`config.mk`:
```
export PLATFORM = sky130hd
export DESIGN_NAME = pipeline_sequencer
export DESIGN_NICKNAME = d
export VERILOG_FILES = /design/src/rtl/pipeline_pkg.sv /design/src/rtl/reg_use_decode.sv /design/src/rtl/pipeline_sequencer.sv
export SDC_FILE = /design/constraint.sdc
export NUM_CORES = 1
export LEC_CHECK = 0
export CAP_MARGIN = 20
export CORE_MARGIN = 5
export CORE_UTILIZATION = 40
export CTS_CLUSTER_DIAMETER = 80
export DETAILED_ROUTE_END_ITERATION = 16
export PLACE_DENSITY_LB_ADDON = 0.05
export SLEW_MARGIN = 20
export SYNTH_ARGS = -nofsm -noshare
export SYNTH_HDL_FRONTEND = slang
export SYNTH_SLANG_ARGS = --single-unit
```
`constraint.sdc`:
```
create_clock -name clock_i -period 3.1 [get_ports clock_i]
set_input_delay 0.465 -clock clock_i [delete_from_list [all_inputs] [get_ports clock_i]]
set_output_delay 0.465 -clock clock_i [all_outputs]
set_load 0.05 [all_outputs]
```
`src/rtl/pipeline_pkg.sv`:
```
// Shared opcode/func constants and sequencer state encoding for the
// five-stage pipeline hazard and sequencing controller.
package pipeline_pkg;

    localparam logic [5:0] OP_ALUOP = 6'b000000;
    localparam logic [5:0] OP_LW    = 6'b100011;
    localparam logic [5:0] OP_SW    = 6'b101011;
    localparam logic [5:0] OP_BEQ   = 6'b000100;
    localparam logic [5:0] OP_ADDI  = 6'b001000;
    localparam logic [5:0] OP_ANDI  = 6'b001100;
    localparam logic [5:0] OP_ORI   = 6'b001101;

    localparam logic [5:0] FN_SLL = 6'b000000;
    localparam logic [5:0] FN_SRL = 6'b000010;
    localparam logic [5:0] FN_SRA = 6'b000011;

    typedef enum logic [1:0] {
        ST_RUN    = 2'd0,
        ST_STALL  = 2'd1,
        ST_DRAIN  = 2'd2,
        ST_HALTED = 2'd3
    } seq_state_e;

endpackage

```
`src/rtl/reg_use_decode.sv`:
```
// Decodes which registers an instruction writes and which of its rs/rt
// fields it actually reads; 32'h0 (bubble) uses nothing.
module reg_use_decode
    import pipeline_pkg::*;
(
    input  logic [31:0] inst_i,
    output logic [4:0]  dest_o,
    output logic        dest_valid_o,
    output logic        rs_used_o,
    output logic        rt_used_o
);

    logic [5:0] op;
    logic [5:0] fn;
    logic [4:0] rt;
    logic [4:0] rd;
    logic       unused_shamt;

    assign op           = inst_i[31:26];
    assign fn           = inst_i[5:0];
    assign rt           = inst_i[20:16];
    assign rd           = inst_i[15:11];
    assign unused_shamt = ^inst_i[10:6];

    always_comb begin
        dest_o       = 5'd0;
        dest_valid_o = 1'b0;
        rs_used_o    = 1'b0;
        rt_used_o    = 1'b0;
        if (inst_i != 32'h0) begin
            case (op)
                OP_ALUOP: begin
                    dest_o    = rd;
                    rt_used_o = 1'b1;
                    rs_used_o = !(fn == FN_SLL || fn == FN_SRL || fn == FN_SRA);
                end
                OP_ADDI, OP_ANDI, OP_ORI, OP_LW: begin
                    dest_o    = rt;
                    rs_used_o = 1'b1;
                end
                OP_SW, OP_BEQ: begin
                    rs_used_o = 1'b1;
                    rt_used_o = 1'b1;
                end
                default: ;
            endcase
        end
        // $0 is hardwired, so writing it never creates a dependence
        dest_valid_o = (dest_o != 5'd0);
    end

endmodule

```
`src/rtl/pipeline_sequencer.sv`:
```
// RAW stall, branch flush and debug halt/drain sequencing for a
// forwarding-free five-stage pipeline, plus wrapping perf counters.
module pipeline_sequencer
    import pipeline_pkg::*;
#(
    parameter int CNT_W = 16
) (
    input  logic             clock_i,
    input  logic             reset_i,
    input  logic [31:0]      ifid_inst_i,
    input  logic [31:0]      idex_inst_i,
    input  logic [31:0]      exmem_inst_i,
    input  logic [31:0]      memwb_inst_i,
    input  logic             branch_taken_i,
    input  logic             halt_req_i,
    output logic             halt_ack_o,
    output logic             pc_write_o,
    output logic             ifid_write_o,
    output logic             ifid_flush_o,
    output logic             idex_bubble_o,
    output logic             exmem_flush_o,
    output logic [1:0]       state_o,
    output logic [CNT_W-1:0] stall_cnt_o,
    output logic [CNT_W-1:0] flush_cnt_o,
    output logic [CNT_W-1:0] retired_cnt_o
);

    seq_state_e state_q, state_d;
    logic             halt_ack_q;
    logic [CNT_W-1:0] stall_cnt_q, stall_cnt_d;
    logic [CNT_W-1:0] flush_cnt_q, flush_cnt_d;
    logic [CNT_W-1:0] retired_cnt_q, retired_cnt_d;

    logic       ifid_rs_used, ifid_rt_used;
    logic [4:0] unused_ifid_dest;
    logic       unused_ifid_dest_valid;
    logic [4:0] dest [3];
    logic [2:0] dest_valid;
    logic [2:0] unused_rs_used, unused_rt_used;
    logic       raw, pipe_empty, stall_inc;

    reg_use_decode u_dec_ifid (
        .inst_i(ifid_inst_i), .dest_o(unused_ifid_dest), .dest_valid_o(unused_ifid_dest_valid),
        .rs_used_o(ifid_rs_used), .rt_used_o(ifid_rt_used)
    );
    reg_use_decode u_dec_idex (
        .inst_i(idex_inst_i), .dest_o(dest[0]), .dest_valid_o(dest_valid[0]),
        .rs_used_o(unused_rs_used[0]), .rt_used_o(unused_rt_used[0])
    );
    reg_use_decode u_dec_exmem (
        .inst_i(exmem_inst_i), .dest_o(dest[1]), .dest_valid_o(dest_valid[1]),
        .rs_used_o(unused_rs_used[1]), .rt_used_o(unused_rt_used[1])
    );
    reg_use_decode u_dec_memwb (
        .inst_i(memwb_inst_i), .dest_o(dest[2]), .dest_valid_o(dest_valid[2]),
        .rs_used_o(unused_rs_used[2]), .rt_used_o(unused_rt_used[2])
    );

    // MEM/WB producer still conflicts: the register file writes at the end of WB
    always_comb begin
        raw = 1'b0;
        for (int k = 0; k < 3; k++) begin
            if (dest_valid[k] &&
                ((ifid_rs_used && ifid_inst_i[25:21] == dest[k]) ||
                 (ifid_rt_used && ifid_inst_i[20:16] == dest[k]))) begin
                raw = 1'b1;
            end
        end
    end

    assign pipe_empty = (idex_inst_i == 32'h0) && (exmem_inst_i == 32'h0) &&
                        (memwb_inst_i == 32'h0);
    assign stall_inc  = raw && !branch_taken_i &&
                        (state_q == ST_RUN || state_q == ST_STALL);

    always_ff @(posedge clock_i or posedge reset_i) begin
        if (reset_i) begin
            state_q       <= ST_RUN;
            halt_ack_q    <= 1'b0;
            stall_cnt_q   <= '0;
            flush_cnt_q   <= '0;
            retired_cnt_q <= '0;
        end else begin
            state_q       <= state_d;
            halt_ack_q    <= (state_q == ST_HALTED);
            stall_cnt_q   <= stall_cnt_d;
            flush_cnt_q   <= flush_cnt_d;
            retired_cnt_q <= retired_cnt_d;
        end
    end

    always_comb begin
        state_d = state_q;
        case (state_q)
            ST_RUN: begin
                if (halt_req_i)                    state_d = ST_DRAIN;
                else if (raw && !branch_taken_i)   state_d = ST_STALL;
            end
            ST_STALL: begin
                if (halt_req_i)                    state_d = ST_DRAIN;
                else if (branch_taken_i || !raw)   state_d = ST_RUN;
            end
            ST_DRAIN: begin
                if (!halt_req_i)                   state_d = ST_RUN;
                else if (pipe_empty)               state_d = ST_HALTED;
            end
            ST_HALTED: begin
                if (!halt_req_i)                   state_d = ST_RUN;
            end
            default:                               state_d = ST_RUN;
        endcase
    end

    // A taken branch overrides every hold so the PC can take the target
    always_comb begin
        pc_write_o    = 1'b1;
        ifid_write_o  = 1'b1;
        ifid_flush_o  = 1'b0;
        idex_bubble_o = 1'b0;
        exmem_flush_o = 1'b0;
        if (branch_taken_i) begin
            ifid_flush_o  = 1'b1;
            idex_bubble_o = 1'b1;
            exmem_flush_o = 1'b1;
        end else if (state_q == ST_DRAIN || state_q == ST_HALTED || raw) begin
            pc_write_o    = 1'b0;
            ifid_write_o  = 1'b0;
            idex_bubble_o = 1'b1;
        end
    end

    always_comb begin
        stall_cnt_d   = stall_cnt_q + {{(CNT_W-1){1'b0}}, stall_inc};
        flush_cnt_d   = flush_cnt_q + {{(CNT_W-1){1'b0}}, branch_taken_i};
        retired_cnt_d = retired_cnt_q + {{(CNT_W-1){1'b0}}, (memwb_inst_i != 32'h0)};
    end

    assign state_o       = state_q;
    assign halt_ack_o    = halt_ack_q;
    assign stall_cnt_o   = stall_cnt_q;
    assign flush_cnt_o   = flush_cnt_q;
    assign retired_cnt_o = retired_cnt_q;

endmodule

```
After elaboration in Yosys (flattened, before gate mapping)
Index checks and enable logic that the tools add are counted.
Word-level totals
  bits in registers: 51
  latch bits: 0
  bits in writable memories: 0
  ROM bits: 0
  input port bits: 132
  output and inout bits: 56
  logic and storage cells: 114
  memories: 0
Cells by class
  add/subtract/negate cells: 3
  multiply operators: 0
  divide/modulo/power cells: 0
  order comparisons: 0
  eq/ne operators: 33
  shift-type cells: 0
  muxes and demuxes: 26
  bitwise operators: 0
  reductions and logical operators: 47
Operator list (number)
  32-bit nonzero test: 4
  32-bit logical NOT: 3
  6-bit by 4-bit == test with 1-bit output, second input constant: 12
  16-bit by 1-bit adder with 16-bit output: 3
  5-bit == test: 6
  6-bit == test, second input constant: 5
  6-bit logical NOT: 5
  5-bit one-hot mux with 2 select lines: 3
  5-bit 2-to-1 mux: 3
  5-bit nonzero test: 3
  2-bit 2-to-1 mux: 7
  1-bit logical AND: 13
  6-bit by 2-bit == test with 1-bit output, second input constant: 2
  4-bit OR reduction: 3
  1-bit 2-to-1 mux: 11
  1-bit logical OR: 9
  2-bit one-hot mux with 4 select lines: 1
  6-bit by 3-bit == test with 1-bit output, second input constant: 1
  3-bit inequality test, second input constant: 2
  6-bit OR reduction: 1
  2-bit == test, second input constant: 2
  4-bit AND reduction: 1
  1-bit logical NOT: 3
  3-bit by 2-bit inequality test with 1-bit output, second input constant: 1
  5 further kinds: 5

Longest topological paths before layout
  word-level depth: 17
  gate-level depth with buffers: 12
  mapped depth without buffers: 11

By module
A second synthesis with hierarchy kept.
Unflattened totals
  cells, all modules: 381
  area total of the unflattened synthesis: 3599.7 um^2
Modules (own cells, without submodules)
  pipeline_sequencer: times used 1, cells an instance 257, area an instance 2688.8 um^2, sequential area each 1276.2 um^2
  reg_use_decode: times used 4, cells an instance 31, area an instance 227.7 um^2, sequential area each 0.0 um^2

Worst setup path after synthesis
OpenSTA, ideal clock, no wires.
  path type: input-to-output
  start: input port memwb_inst_i[28]
  end: output port pc_write_o
  data arrival time: 2620 ps
  required time: 2635 ps
  slack: 15 ps
  stages on the path: 9
  buffers on the path: 2
  cell sequence: buf_2 nor2_1 a32oi_1 and3_1 o2bb2a_1 o2111ai_1 o311a_4 a31o_1 buf_4
On the way
  longest elaborated chain between the ends: 12
  elaborated cells between the ends (all ways): 20
  classes of those cells: eq/ne: 6; mux: 5; reduce/logical: 9
RTL lines
  start: declaration: line pipeline_sequencer.sv:13  | input logic [31:0] memwb_inst_i,
  6-bit by 4-bit == test with 1-bit output or 6-bit == test (tied branches)
  4-bit OR reduction
  5-bit one-hot mux with 2 select lines: line reg_use_decode.sv:31  | case (op)
  5-bit 2-to-1 mux (*): line reg_use_decode.sv:30  | if (inst_i != 32'h0) begin
  5-bit == test, on equally long branches: line pipeline_sequencer.sv:64, pipeline_sequencer.sv:65
  1-bit logical AND, on equally long branches: line pipeline_sequencer.sv:64, pipeline_sequencer.sv:65
  1-bit logical OR: line pipeline_sequencer.sv:64  | ((ifid_rs_used && ifid_inst_i[25:21] == dest[k]) ||
  1-bit logical AND (*): line pipeline_sequencer.sv:63  | if (dest_valid[k] &&
  1-bit 2-to-1 mux (*): line pipeline_sequencer.sv:63
  1-bit logical OR (*): line pipeline_sequencer.sv:125  | end else if (state_q == ST_DRAIN || state_q == ST_HALTED || raw) begin
  1-bit 2-to-1 mux (*) (2 in series)
  end: declaration: line pipeline_sequencer.sv:17  | output logic pc_write_o,
Mark *: on every way between the ends. The rest lies on a longest branch, timed or not.

Worst setup path after layout
  start: input port exmem_inst_i[18]
  end: output port ifid_write_o
On the way
  longest elaborated chain between the ends: 11
  elaborated cells between the ends (all ways): 15
  classes of those cells: eq/ne: 2; mux: 6; reduce/logical: 7
RTL lines
  start: declaration: line pipeline_sequencer.sv:12  | input logic [31:0] exmem_inst_i,
  32-bit nonzero test or 5-bit one-hot mux with 2 select lines (tied branches): line reg_use_decode.sv:30, reg_use_decode.sv:31
  5-bit 2-to-1 mux (*): line reg_use_decode.sv:30
  5-bit == test, on equally long branches: line pipeline_sequencer.sv:64, pipeline_sequencer.sv:65
  1-bit logical AND, on equally long branches: line pipeline_sequencer.sv:64, pipeline_sequencer.sv:65
  1-bit logical OR: line pipeline_sequencer.sv:64
  1-bit logical AND (*): line pipeline_sequencer.sv:63
  1-bit 2-to-1 mux (*) (2 in series): line pipeline_sequencer.sv:63
  1-bit logical OR (*): line pipeline_sequencer.sv:125
  1-bit 2-to-1 mux (*): line pipeline_sequencer.sv:125
  1-bit 2-to-1 mux (*): line pipeline_sequencer.sv:121  | if (branch_taken_i) begin
  end: declaration: line pipeline_sequencer.sv:18  | output logic ifid_write_o,
Marked as above.

==> impl_results.md <==
* Peak Freq at 323 MHz
* 1st-iter DRT viols at approximately 270
* Mux cell area share after synthesis at less than 1%
* Seq cells post-synth at 51
* Die Area at ~11,000 sq um
* Final Net Count at a little over 800
* Element type at the critical path start: input port
* Chip Width at ~110 um
* Routed length per instance at around 18 um
* Util after Layout at ~80%
* Combinational power share at 39.2%
* Area of the multi-input gates at around 2800 sq um
* Outcome: complete, no violations
* Core area at about 8800 sq um
* Power Total at ~0.0019 W
* Synth area leader: dfrtp_1
* CTS tree: yes
* WP data arrival at around 2.6 ns
* Syn_area_per_cell at approximately 9.1 sq um
* # rows at 34
* Final setup viols at 0
* Max-cap viol count at 0
* Psw at about 0.00067 W
* Area of the mapped netlist at between 3000 and 4000 sq um
* Design Area, Final at approximately 7000 sq um
* Period utilisation layout at between 90% and 100%
* Tot GR Track Use at a little under a quarter
* H-tree Lvls at 2
* Post-Syn Instances at 400
* Ranking of synthesized cells by area: dfrtp_1, xnor2_1, nor4_1, nand3_1, xor2_1
* Starting Density at roughly two fifths
* Yosys top cell area share at roughly a third
* Clock tree sinks at approximately 50
* CTS Buffer Depth at 2
* Post-synthesis sequential area ratio at 35.2%
* Adder-Cell Fraction of Synth Area at under 10%
* Final WL at 14,000 um
* Post-synth EDFFs at 0
* First-pass GRT wire length at roughly 21,000 um
* DR vias/cell at around 5.6
* Synthesized Nets at roughly 540
* Synth warnings at 0
* Asr flop ratio synth at 100%
* Fillers at 570
* Clock share of power at between 20% and 30%
* CP Class: input port to output port
* Largest net degree at the start of global routing at 29
* Clock latency on the worst-skew pair at 0.30 ns
* Clock tree root buffer cell: clkbuf_8
* Die span in y at 105 um
* Number of detailed-route iterations in the first pass at 4
* GR Overflow Total at 0
* Post-layout min period at a little over 3 ns
* Synth cell types at 61
* Worst vdd ir at around 0.23 mV
* Max-slew violation count at 0
* Internal Dissipation at 0.00125 W
* Layout cells sized above 1 at roughly 29%
* Compound-gate portion of the synthesized area at about an eighth
* Worst Hold Class: register to register
* Post-DP Area at ~6000 sq um
* Vias at between 4,000 and 5,000
* CP endpoint kind: output port
* Top FF cell, synth: dfrtp_1
* Synth Area in Simple Gates at between 30% and 40%
* Leakage at between 3 and 4 nW
* I/O pin count at ~190
* Input/output buffers at 187
* Initial antenna violation count at 0
* XOR/XNOR Fraction of Synth Area at between 10% and 20%
* WP data required at about 2.6 ns
* Sw Ratio at between 30% and 40%
* Count of final hold-check violations at 0
* P per Cell Area at roughly 270 nW/um^2
* Register share of total power at between 30% and 40%
* ANT cells at 0
* Worst slew pin tran at about 0.57 ns
* DP HPWL at around 10,000 um
* Gpl congestion at ~0.94
* Layout area overhead at 92.6%
* Clk slew on worst S/H paths at ~0.09 ns
* Clock skew at ~0.0099 ns
* Relative slew slack at 62.2%
* Critical Path Fanout Max at 3
* Largest family of logic cells by synthesized area: simple AND/OR/NAND/NOR gates
* Number of buffers created by CTS at 5
* Register area at 1280 sq um
* Routed Antenna Nets at 0
* RSZ-0062 raised after global routing: true
* Number of global-route vias before repair at between 4,000 and 5,000
* DRC viols at 0
-- sequential cells by signal, indices dropped and copies added (netlist names) --
name,flops
flush_cnt_o,16
state_o,2
retired_cnt_o,16
halt_ack_o,1
stall_cnt_o,16
-- critical path: stages --
cell and delay (ns):
dlygate4sd2_1 0.26, nor4_2 0.08, or3_1 0.37, a21oi_2 0.17, nor3_1 0.07, a2111o_1 0.35, o311a_4 0.33, buf_6 0.12
a31o_4 0.26, buf_12 0.15
-- cells by family (layout without fill, tap and decap cells) --
kind of cell,Yosys count,in the layout
AND/OR/NAND/NOR,206,206
AO/OA/AOI/OAI,58,58
XOR/XNOR,52,52
flip-flops,51,51
buffers and inverters,24,305
adder cells (fa/ha/maj),7,7
multiplexers,2,2
-- routing by layer --
layer / track usage, % / wire length (um)
met1: 25.6 / 5160
met2: 42.3 / 7400
met3: 3.76 / 937
met4: 7.76 / 512
met5: 0 / 0
-- power groups by stage --
stage	logic (W)	clock network [W]	registers, W
2_1_floorplan	0.000159	0	0.000919
3_3_place_gp	0.000680	0	0.000773
3_5_place_dp	0.000690	0	0.000778
4_1_cts	0.000720	0.000415	0.000764
5_1_grt	0.000796	0.000446	0.000771
6_report	0.000751	0.000400	0.000763
-- final timing paths --
path	startpoint	endpoint	slack, ns	depth (start not counted)
setup / recovery	exmem_inst_i[18]	ifid_write_o	0.003	10
hold / removal	flush_cnt_o[15]$_DFF_PP0_	flush_cnt_o[15]$_DFF_PP0_	0.48	1
setup reg to reg	flush_cnt_o[0]$_DFF_PP0_	flush_cnt_o[14]$_DFF_PP0_	1.43	6
hold reg to reg	flush_cnt_o[15]$_DFF_PP0_	flush_cnt_o[15]$_DFF_PP0_	0.48	1
max in group asynchronous	reset_i	state_o[0]$_DFFE_PP0P_	1.85	3
min in group asynchronous	reset_i	flush_cnt_o[12]$_DFF_PP0_	0.53	2
-- stage by stage --
| step | setup WS [ns] | hold slack [ns] | setup TNS (ns) | std cells |
|---|---|---|---|---|
| 6_report | 0.00328 | 0.477 | 0 | 789 |
| 5_1_grt | -0.0873 | 0.495 | -0.231 | 789 |
| 4_1_cts | 0.00152 | 0.480 | 0 | 777 |
| 3_5_place_dp | -0.657 | 0.466 | -10.23 | 759 |
| 3_3_place_gp | -0.545 | 0.460 | -7.79 | 759 |
| 2_1_floorplan | 0.0147 | 0.563 | 0 | 400 |
-- layout make-up --
type / count / share of cell area (%)
inverters: 12 / 0.646
multi-input cells: 325 / 39.7
clock buffers: 6 / 1.18
clock inverters: 2 / 0.233
repair buffers: 285 / 38.0
well taps: 108 / 1.94
flip-flops and latches: 51 / 18.3
-- what timing repair did --
| item | CTS | global route |
|---|---|---|
| setup endpoints to repair | 18 | 13 |
| pin swaps | 41 | 32 |
| resized for setup | 119 | 81 |
| hold buffers | 0 | 0 |
| buffers inserted | 11 | 12 |
-- cells in the mapped netlist, types with 2 or more instances --
master,count
a211oi_1,3
a21o_1,2
a21oi_1,14
a31oi_1,6
a32oi_1,10
and2_1,6
and3_1,18
and4_1,7
buf_2,3
buf_4,3
clkbuf_1,6
dfrtp_1,51
ha_1,7
inv_1,12
mux2i_1,2
nand2_1,25
nand2b_1,7
nand3_1,35
nand4_1,17
nand4b_1,2
nor2_1,17
nor2b_1,9
nor3_1,9
nor3b_1,2
nor4_1,29
nor4_2,2
nor4b_1,10
o21ai_1,2
o22a_1,2
xnor2_1,39
xor2_1,13
-- layout by cell type, fill, tap and decap left out, drive strengths merged, types with 10 or more instances in the layout --
master         netlist  routed
a21oi               14      14
buf                  6     110
nand2               25      25
and3                18      18
nand4               17      17
nor4b               10      10
inv                 12      12
clkdlybuf4s50        0     128
nand3               35      35
dlymetal6s2s         0      22
dlygate4sd2          0      16
xnor2               39      39
nor4                32      32
a32oi               11      11
xor2                13      13
dfrtp               51      51
nor2                18      18
Power figures use the tool's default switching activity.
